`src/rtl/edge_event_arbiter.sv`:
```
// Multi-channel edge-event controller.
// Each level input is edge-detected; rising and falling edges are latched as
// pending bits per channel, and a round-robin arbiter serialises the pending
// channels onto a single registered valid/ready event slot. Lost edges (an
// edge arriving while the same kind is still pending) raise a sticky flag.
module edge_event_arbiter #(
    parameter int N_CH = 4,
    parameter int IDW  = $clog2(N_CH)
) (
    input  logic            clk,
    input  logic            reset,
    input  logic [N_CH-1:0] a_i,
    input  logic [N_CH-1:0] en_i,
    output logic            evt_valid_o,
    input  logic            evt_ready_i,
    output logic [IDW-1:0]  evt_id_o,
    output logic            evt_rise_o,
    output logic            evt_fall_o,
    output logic [N_CH-1:0] overflow_o
);

    // Input history and per-channel pending/overflow state
    logic [N_CH-1:0] a_q;
    logic [N_CH-1:0] rise_pend_q;
    logic [N_CH-1:0] rise_pend_d;
    logic [N_CH-1:0] fall_pend_q;
    logic [N_CH-1:0] fall_pend_d;
    logic [N_CH-1:0] overflow_q;
    logic [N_CH-1:0] overflow_d;

    // Per-channel combinational helpers
    logic [N_CH-1:0] rise_det;
    logic [N_CH-1:0] fall_det;
    logic [N_CH-1:0] retire_ch;
    logic [N_CH-1:0] retire_rise;
    logic [N_CH-1:0] retire_fall;
    logic [N_CH-1:0] cand;

    // Output slot registers
    logic            valid_q;
    logic            valid_d;
    logic [IDW-1:0]  id_q;
    logic [IDW-1:0]  id_d;
    logic            rise_q;
    logic            rise_d;
    logic            fall_q;
    logic            fall_d;

    // Round-robin pointer: index searched first on the next load
    logic [IDW-1:0]  rr_ptr_q;
    logic [IDW-1:0]  rr_ptr_d;

    // Arbiter result
    logic            win_found;
    logic [IDW-1:0]  win_id;

    logic            handshake;
    logic            slot_free;

    assign handshake = valid_q & evt_ready_i;
    // The slot can take a new event when empty or when its current event
    // leaves this very cycle, giving back-to-back issue with ready held high.
    assign slot_free = ~valid_q | handshake;

    // Per-channel edge detection, retire decode and pending bookkeeping.
    // Pending bits set by a new edge win over a same-cycle retire, so an edge
    // that lands while its channel is being reported is never dropped.
    genvar gi;
    generate
        for (gi = 0; gi < N_CH; gi++) begin : g_ch
            assign rise_det[gi] = a_i[gi] & ~a_q[gi] & en_i[gi];
            assign fall_det[gi] = ~a_i[gi] & a_q[gi] & en_i[gi];

            assign retire_ch[gi]   = handshake & (id_q == IDW'(gi));
            assign retire_rise[gi] = retire_ch[gi] & rise_q;
            assign retire_fall[gi] = retire_ch[gi] & fall_q;

            assign rise_pend_d[gi] = rise_det[gi] | (rise_pend_q[gi] & ~retire_rise[gi]);
            assign fall_pend_d[gi] = fall_det[gi] | (fall_pend_q[gi] & ~retire_fall[gi]);

            // An edge is lost only when the same kind is still pending and
            // is not being handed off to the consumer in this cycle.
            assign overflow_d[gi] = overflow_q[gi]
                                  | (rise_det[gi] & rise_pend_q[gi] & ~retire_rise[gi])
                                  | (fall_det[gi] & fall_pend_q[gi] & ~retire_fall[gi]);

            // The retiring channel is excluded so it cannot be re-presented
            // with stale bits; edges from this cycle wait until next cycle.
            assign cand[gi] = (rise_pend_q[gi] | fall_pend_q[gi]) & ~retire_ch[gi];
        end
    endgenerate

    // Round-robin search starting at rr_ptr and wrapping modulo N_CH
    always_comb begin
        int idx;
        win_found = 1'b0;
        win_id    = '0;
        idx       = 0;
        for (int k = 0; k < N_CH; k++) begin
            idx = int'(rr_ptr_q) + k;
            if (idx >= N_CH) begin
                idx = idx - N_CH;
            end
            if (!win_found && cand[idx]) begin
                win_found = 1'b1;
                win_id    = IDW'(idx);
            end
        end
    end

    // Slot next-state: hold while stalled, otherwise load the winner or empty
    always_comb begin
        valid_d  = valid_q;
        id_d     = id_q;
        rise_d   = rise_q;
        fall_d   = fall_q;
        rr_ptr_d = rr_ptr_q;
        if (slot_free) begin
            if (win_found) begin
                valid_d = 1'b1;
                id_d    = win_id;
                rise_d  = rise_pend_q[win_id];
                fall_d  = fall_pend_q[win_id];
                if (win_id == IDW'(N_CH - 1)) begin
                    rr_ptr_d = '0;
                end else begin
                    rr_ptr_d = win_id + 1'b1;
                end
            end else begin
                valid_d = 1'b0;
            end
        end
    end

    // State registers with synchronous reset taking priority
    always_ff @(posedge clk) begin
        if (reset) begin
            a_q         <= '0;
            rise_pend_q <= '0;
            fall_pend_q <= '0;
            overflow_q  <= '0;
            valid_q     <= 1'b0;
            id_q        <= '0;
            rise_q      <= 1'b0;
            fall_q      <= 1'b0;
            rr_ptr_q    <= '0;
        end else begin
            a_q         <= a_i;
            rise_pend_q <= rise_pend_d;
            fall_pend_q <= fall_pend_d;
            overflow_q  <= overflow_d;
            valid_q     <= valid_d;
            id_q        <= id_d;
            rise_q      <= rise_d;
            fall_q      <= fall_d;
            rr_ptr_q    <= rr_ptr_d;
        end
    end

    assign evt_valid_o = valid_q;
    assign evt_id_o    = id_q;
    assign evt_rise_o  = rise_q;
    assign evt_fall_o  = fall_q;
    assign overflow_o  = overflow_q;

endmodule

```
`config.mk`:
```
export PLATFORM = sky130hd
export DESIGN_NAME = edge_event_arbiter
export DESIGN_NICKNAME = d
export VERILOG_FILES = /design/src/rtl/edge_event_arbiter.sv
export SDC_FILE = /design/constraint.sdc
export NUM_CORES = 1
export LEC_CHECK = 0
export ABC_CLOCK_PERIOD_IN_PS = 1800
export CORE_MARGIN = 2
export CORE_UTILIZATION = 46
export DETAILED_ROUTE_END_ITERATION = 8
export GPL_TIMING_DRIVEN = 0
export PLACE_DENSITY = 0.79
export SYNTH_ARGS = -nofsm -noshare
export SYNTH_HDL_FRONTEND = slang
export SYNTH_SLANG_ARGS = --single-unit
export TNS_END_PERCENT = 50
```
`constraint.sdc`:
```
create_clock -name clk -period 1.8 [get_ports clk]
set_input_delay 0.54 -clock clk [delete_from_list [all_inputs] [get_ports clk]]
set_output_delay 0.54 -clock clk [all_outputs]
set_load 0.05 [all_outputs]
```
After elaboration in Yosys (flattened, before gate mapping):

Cells that the tools add are included.

* muxes and demuxes: 30
* bitwise operators: 99
* reductions and logical operators: 8
* equality and inequality tests: 4
* add/sub/neg operators: 8
* order comparisons: 9

Operators by type and width (number)
* < comparator 32 x 4 -> 1 bit, second input constant: 4
* 2-to-1 mux 32 bit: 4
* bitwise AND 1 bit: 57
* NOT 1 bit: 21
* OR 1 bit: 21
* 2-to-1 mux 1 bit: 15
* binary-select mux 1 bit (select 2 bit): 6
* subtractor 3 x 3 -> 4 bit, second input constant: 3
* 2-to-1 mux 2 bit: 5
* >= comparator 3 bit, second input constant: 3
* adder 2 x 2 -> 3 bit, second input constant: 2
* == test 2 bit, second input constant: 3
* subtractor 2 x 3 -> 4 bit, second input constant: 1
* adder 2 x 1 -> 3 bit, second input constant: 1
* >= comparator 2 x 3 -> 1 bit, second input constant: 1
* logical AND 1 bit: 3
* logical NOT 1 bit: 3
* < comparator 2 x 3 -> 1 bit, second input constant: 1
* adder 2 x 1 -> 2 bit, second input constant: 1
* == test 2 x 1 -> 1 bit, second input constant: 1
* logical NOT 2 bit: 1
* AND reduction 2 bit: 1

* register bits after elaboration: 23
* output and inout bits: 9
* bits of input ports: 11

Logic depth before layout (Yosys ltp):

* depth in word-level cells: 19
* depth in mapped cells: 7
* depth with buffers taken out: 6

Worst setup path after synthesis:

OpenSTA, ideal clock, no wires.

* path kind: reg2reg
* start point: reg id_q[1] (netlist: evt_id_o[1])
* end point: reg rise_q (netlist: evt_rise_o)
* buffers on the path: 0
* library setup time: 0.126 ns
* setup slack: -0.396 ns
* stages on the path, launching flop included: 7
* data arrival time: 2.069 ns
* period minus slack after synthesis: 2.196 ns
* required time: 1.674 ns
* cell sequence: dfxtp_1 > nand3_1 > o22ai_1 > o21bai_1 > a221o_1 > mux2i_1 > o221ai_2

* word-level cells in the longest chain between the ends: 19
* elaborated cells on any way between the ends: 45

Ends and longest elaborated chain
* start, declared: RTL line 42 `logic [IDW-1:0] id_q;`
* start signal, assigned: RTL line 153 `id_q <= id_d;`
* == test 2 x 1 -> 1 bit, or another cell as far along: RTL line 74 `assign retire_ch[gi] = handshake & (id_q == IDW'(gi));`
* bitwise AND 1 bit: RTL line 74
* NOT 1 bit: RTL line 89 `assign cand[gi] = (rise_pend_q[gi] | fall_pend_q[gi]) & ~retire_ch[gi];`
* bitwise AND 1 bit: RTL line 89
* binary-select mux 1 bit (select 2 bit): RTL line 104 `if (!win_found && cand[idx]) begin`
* 2-to-1 mux 1 bit (not written as such) (2 in a row): RTL line 104
* 2-to-1 mux 1 bit: RTL line 104
* logical NOT 1 bit: RTL line 104
* [... 2 more ...]
* logical NOT 1 bit: RTL line 104
* logical AND 1 bit: RTL line 104
* 2-to-1 mux 1 bit: RTL line 104
* logical NOT 1 bit: RTL line 104
* logical AND 1 bit: RTL line 104
* 2-to-1 mux 2 bit: RTL line 104
* binary-select mux 1 bit (select 2 bit): RTL line 122 `rise_d = rise_pend_q[win_id];`
* 2-to-1 mux 1 bit (not written as such): RTL line 122
* end signal, assigned: RTL line 154 `rise_q <= rise_d;`
* end, declared: RTL line 44 `logic rise_q;`

Parallel ways exist; a longest one is shown, timed or not. The select of a mux whose other input is x is not followed.
A chain may end at the register's enable or synchronous reset.

Worst setup path in the final report:

* start point: reg id_q[1] (netlist: evt_id_o[1])
* end point: reg fall_q (netlist: evt_fall_o)

* word-level cells in the longest chain between the ends: 19
* elaborated cells on any way between the ends: 45

Ends and longest elaborated chain
* == test 2 x 1 -> 1 bit, or another cell as far along: RTL line 74
* bitwise AND 1 bit: RTL line 74
* NOT 1 bit: RTL line 89
* bitwise AND 1 bit: RTL line 89
* binary-select mux 1 bit (select 2 bit): RTL line 104
* 2-to-1 mux 1 bit (not written as such) (2 in a row): RTL line 104
* 2-to-1 mux 1 bit: RTL line 104
* logical NOT 1 bit: RTL line 104
* [... 2 more ...]
* logical NOT 1 bit: RTL line 104
* logical AND 1 bit: RTL line 104
* 2-to-1 mux 1 bit: RTL line 104
* logical NOT 1 bit: RTL line 104
* logical AND 1 bit: RTL line 104
* 2-to-1 mux 2 bit: RTL line 104
* binary-select mux 1 bit (select 2 bit): RTL line 123 `fall_d = fall_pend_q[win_id];`
* 2-to-1 mux 1 bit (not written as such): RTL line 123
* end signal, assigned: RTL line 155 `fall_q <= fall_d;`
* end, declared: RTL line 46 `logic fall_q;`

Parallel ways exist; a longest one is shown, timed or not. The select of a mux whose other input is x is not followed.

==> summary.md <==
| Metric | Value |
|---|---|
| Status | `finished, violations left` |
| Violated checks | `negative setup slack` |
| Relative max-transition margin | `65.83%` |
| Fin. max-slew vios | `0` |
| Pwr Total | `1.303 mW` |
| Core area | `0.002410 mm2` |
| Clk_skew | `0.008004 ns` |
| Non-Filler Instances | `188` |
| TritonCTS clock tree | `built` |
| # DRC | `0` |
| First-pass GRT wire length | `4236 um` |
| # IOs | `20` |
| Via density | `5.846` |
| Max_cap viols | `0` |
| Synth cell types | `32` |
| H-tree Lvls | `1` |
| Pint | `0.8490 mW` |
| Die width | `53.75 um` |
| Root buffer cell | `clkbuf_4` |
| Sequential share of the synthesized area | `40.44%` |
| RSZ-0062 raised after global routing | `true` |
| Crit path max fanout | `5` |
| Worst-margin pin slew | `0.5147 ns` |
| Pin count of the biggest net entering global routing | `13` |
| Min Hold Slack | `0.4768 ns` |
| Largest family of logic cells by synthesized area | `compound AO/OA/AOI/OAI gates` |
| Startpoint Class | `flip-flop` |
| CTS clk-pin slew, worst paths | `0.13 ns` |
| Post-DP HPWL | `1977 um` |
| Setup WS pre-CTS | `-0.8471 ns` |
| Gr usage total | `20.58%` |
| Period utilization | `107.9%` |
| Most frequent cells in the layout | `20 x dfxtp_1, 16 x a21oi_1, 12 x nand3b_1` |
| Net count, final | `170` |
| Fraction of layout cells with a size suffix above 1 | `23.42%` |
| Sw Ratio | `34.84%` |
| Drt wl/cell | `15.80 um` |
| Clock power frac | `18.0%` |
| Endpoint type of the worst setup path | `flip-flop` |
| Via count of the first global-routing pass | `951` |
| Dominant cell type by area after synthesis | `dfxtp_1` |
| Cells after Synth | `125` |
| Total CTS buffers | `3` |
| Starting Density | `47.25%` |
| Die Footprint | `0.002889 mm2` |
| Leak | `0.5837 nW` |
| Post-Synth Adder-Cell Area | `0%` |
| Post-DRT Antenna Nets | `0` |
| NetSw | `0.4540 mW` |
| Ant. Diodes | `0` |
| Post-Syn Area | `0.001139 mm2` |
| Max Clk Rate | `515.0 MHz` |
| Simple-gate share of the synthesized area | `26.37%` |
| Mux contribution to synthesized area | `3.516%` |
| Count of final setup violators | `3` |
| Synth-to-Final Area Change | `35.49%` |
| Initial antenna violation count | `0` |
| Area contributors post-synth | `dfxtp_1 40%, nand3b_1 7.9%, a21oi_1 7.0%` |
| Register bit total from synthesis | `23` |
| Syn nets | `136` |
| Hold WC Path Type | `reg -> reg` |
| Site Rows | `18` |
| CP arrival | `2.17 ns` |
| Final WL | `2971 um` |
| CP required | `2.03 ns` |
| Final Hold Violating Endpoints | `0` |
| Gate power share | `34.8%` |
| Area fraction in compound gates after synthesis | `27.58%` |
| Port buffer count | `19` |
| Seq pwr share | `47.2%` |
| Most common cell after layout, fill and taps aside | `dfxtp_1` |
| Die Height | `53.75 um` |
| Synthesis Warnings | `0` |
| Global placer's final weighted congestion | `0.7720` |
| PD cells | `844.6 mW/mm2` |
| Max clock buf depth | `2` |
| Placed insts | `174` |
| Xor and xnor fraction of the mapped netlist area | `0.7692%` |
| Via count | `1,099` |
| Detailed Routing Iterations Pass 1 | `4` |
| Mapped Avg Cell Area | `9.109 um2` |
| Fill cells | `195` |
| Final worst slack | `-0.1417 ns` |
| Total gr overflow | `0` |
| Skew-Pair Late Insertion Delay | `0.30 ns` |
| Tmin final | `1.942 ns` |
| DR iter-0 viols | `14` |
| Clk sinks | `23` |
| Setup TNS | `-0.2689 ns` |
| VDD IR-drop max | `0.5919 mV` |
| Setup CP Type | `reg -> reg` |
| Top cell type's share of synthesized area | `40.44%` |
[flip-flops by register name, indices dropped and copies added (netlist names)]
register / flops
rr_ptr_q: 2
evt_valid_o: 1
overflow_o: 4
evt_fall_o: 1
a_q: 4
rise_pend_q: 4
fall_pend_q: 4
evt_id_o: 2
evt_rise_o: 1
[what timing repair did]
| item | 4_1_cts | 5_1_grt |
|---|---|---|
| buffers inserted | 4 | 6 |
| gates cloned | 0 | 0 |
| hold buffers | 0 | 0 |
| endpoints found under the hold margin | 0 | 0 |
| pin swaps | 6 | 6 |
| resized for setup | 28 | 13 |
| setup endpoints to repair | 18 | 10 |
[power by group through the flow]
stage | Sequential, mW | Combinational (mW) | Clock [mW]
final | 0.615 | 0.453 | 0.235
after global routing | 0.622 | 0.483 | 0.259
after floorplan | 0.662 | 0.209 | 0
after global placement | 0.618 | 0.354 | 0
after detailed placement | 0.622 | 0.362 | 0
after CTS | 0.611 | 0.389 | 0.237
[metal layers]
metal / vias up / GRT usage, % / part of all wire [%]
met2: 16 / 32.32 / 52
met3: 6 / 3.611 / 2.2
met5: - / 0 / 0
met1: 540 / 27.37 / 44
li1: 537 / - / -
met4: 0 / 9.402 / 1.8
[logic make-up (layout without fill, tap and decap cells)]
group / count (synthesis) / in the layout
AOI/OAI and AO/OA: 44 / 44
muxes: 4 / 4
xor gates and xnor gates: 1 / 1
DFF: 23 / 23
and+or+nand+nor: 49 / 49
buffers and inverters: 4 / 37
[critical path, stage by stage, from the launching register on]
cell      delay (ns)
dfxtp_4         0.40
nand3b_1        0.31
o22a_1          0.29
o211ai_2        0.17
o2111a_2        0.25
buf_6           0.11
nand3b_1        0.11
o221ai_1        0.22
[final timing paths]
path	endpoint	cells after the start	start	slack, ns
hold / removal	overflow_o[2]	2	overflow_o[2]	0.48
setup reg to reg	evt_fall_o	7	evt_id_o[1]	-0.14
setup / recovery	evt_fall_o	7	evt_id_o[1]	-0.14
hold reg to reg	overflow_o[2]	2	overflow_o[2]	0.48
[through the flow]
step / util, % / area [um2]
2_1_floorplan: - / 1156
3_3_place_gp: 57.42 / 1384
6_report: 64.02 / 1543
5_1_grt: 64.02 / 1543
3_5_place_dp: 57.42 / 1384
4_1_cts: 60.85 / 1466
[synthesized netlist by cell type, drive strengths merged]
cell type and n:
a211oi 1, clkbuf 3, or4 1, nor3b 3, o21bai 2, o22a 1
o22ai 5, a21o 2, nand3b 12, a221oi 1, nor2 8, nand3 1
nor4bb 1, a221o 1, o21ai 8, o221ai 3, nand2 10, dfxtp 23
o211ai 1, xnor2 1, nand2b 6, nor2b 6, a21oi 16, o2bb2ai 1
o2111a 2, mux2i 4, or3 1, inv 1
[layout make-up]
| type | instances | area [um2] | share of cell area (%) |
|---|---|---|---|
| Clock buffer | 4 | 26.28 | 1.703 |
| Inverter | 1 | 3.754 | 0.2433 |
| Multi-Input combinational cell | 98 | 739.5 | 47.93 |
| Sequential cell | 23 | 471.7 | 30.58 |
| Tap cell | 30 | 37.54 | 2.433 |
| Timing Repair Buffer | 29 | 251.5 | 16.30 |
| Buffer | 3 | 12.51 | 0.8110 |
(Power assumes the default switching activity.)
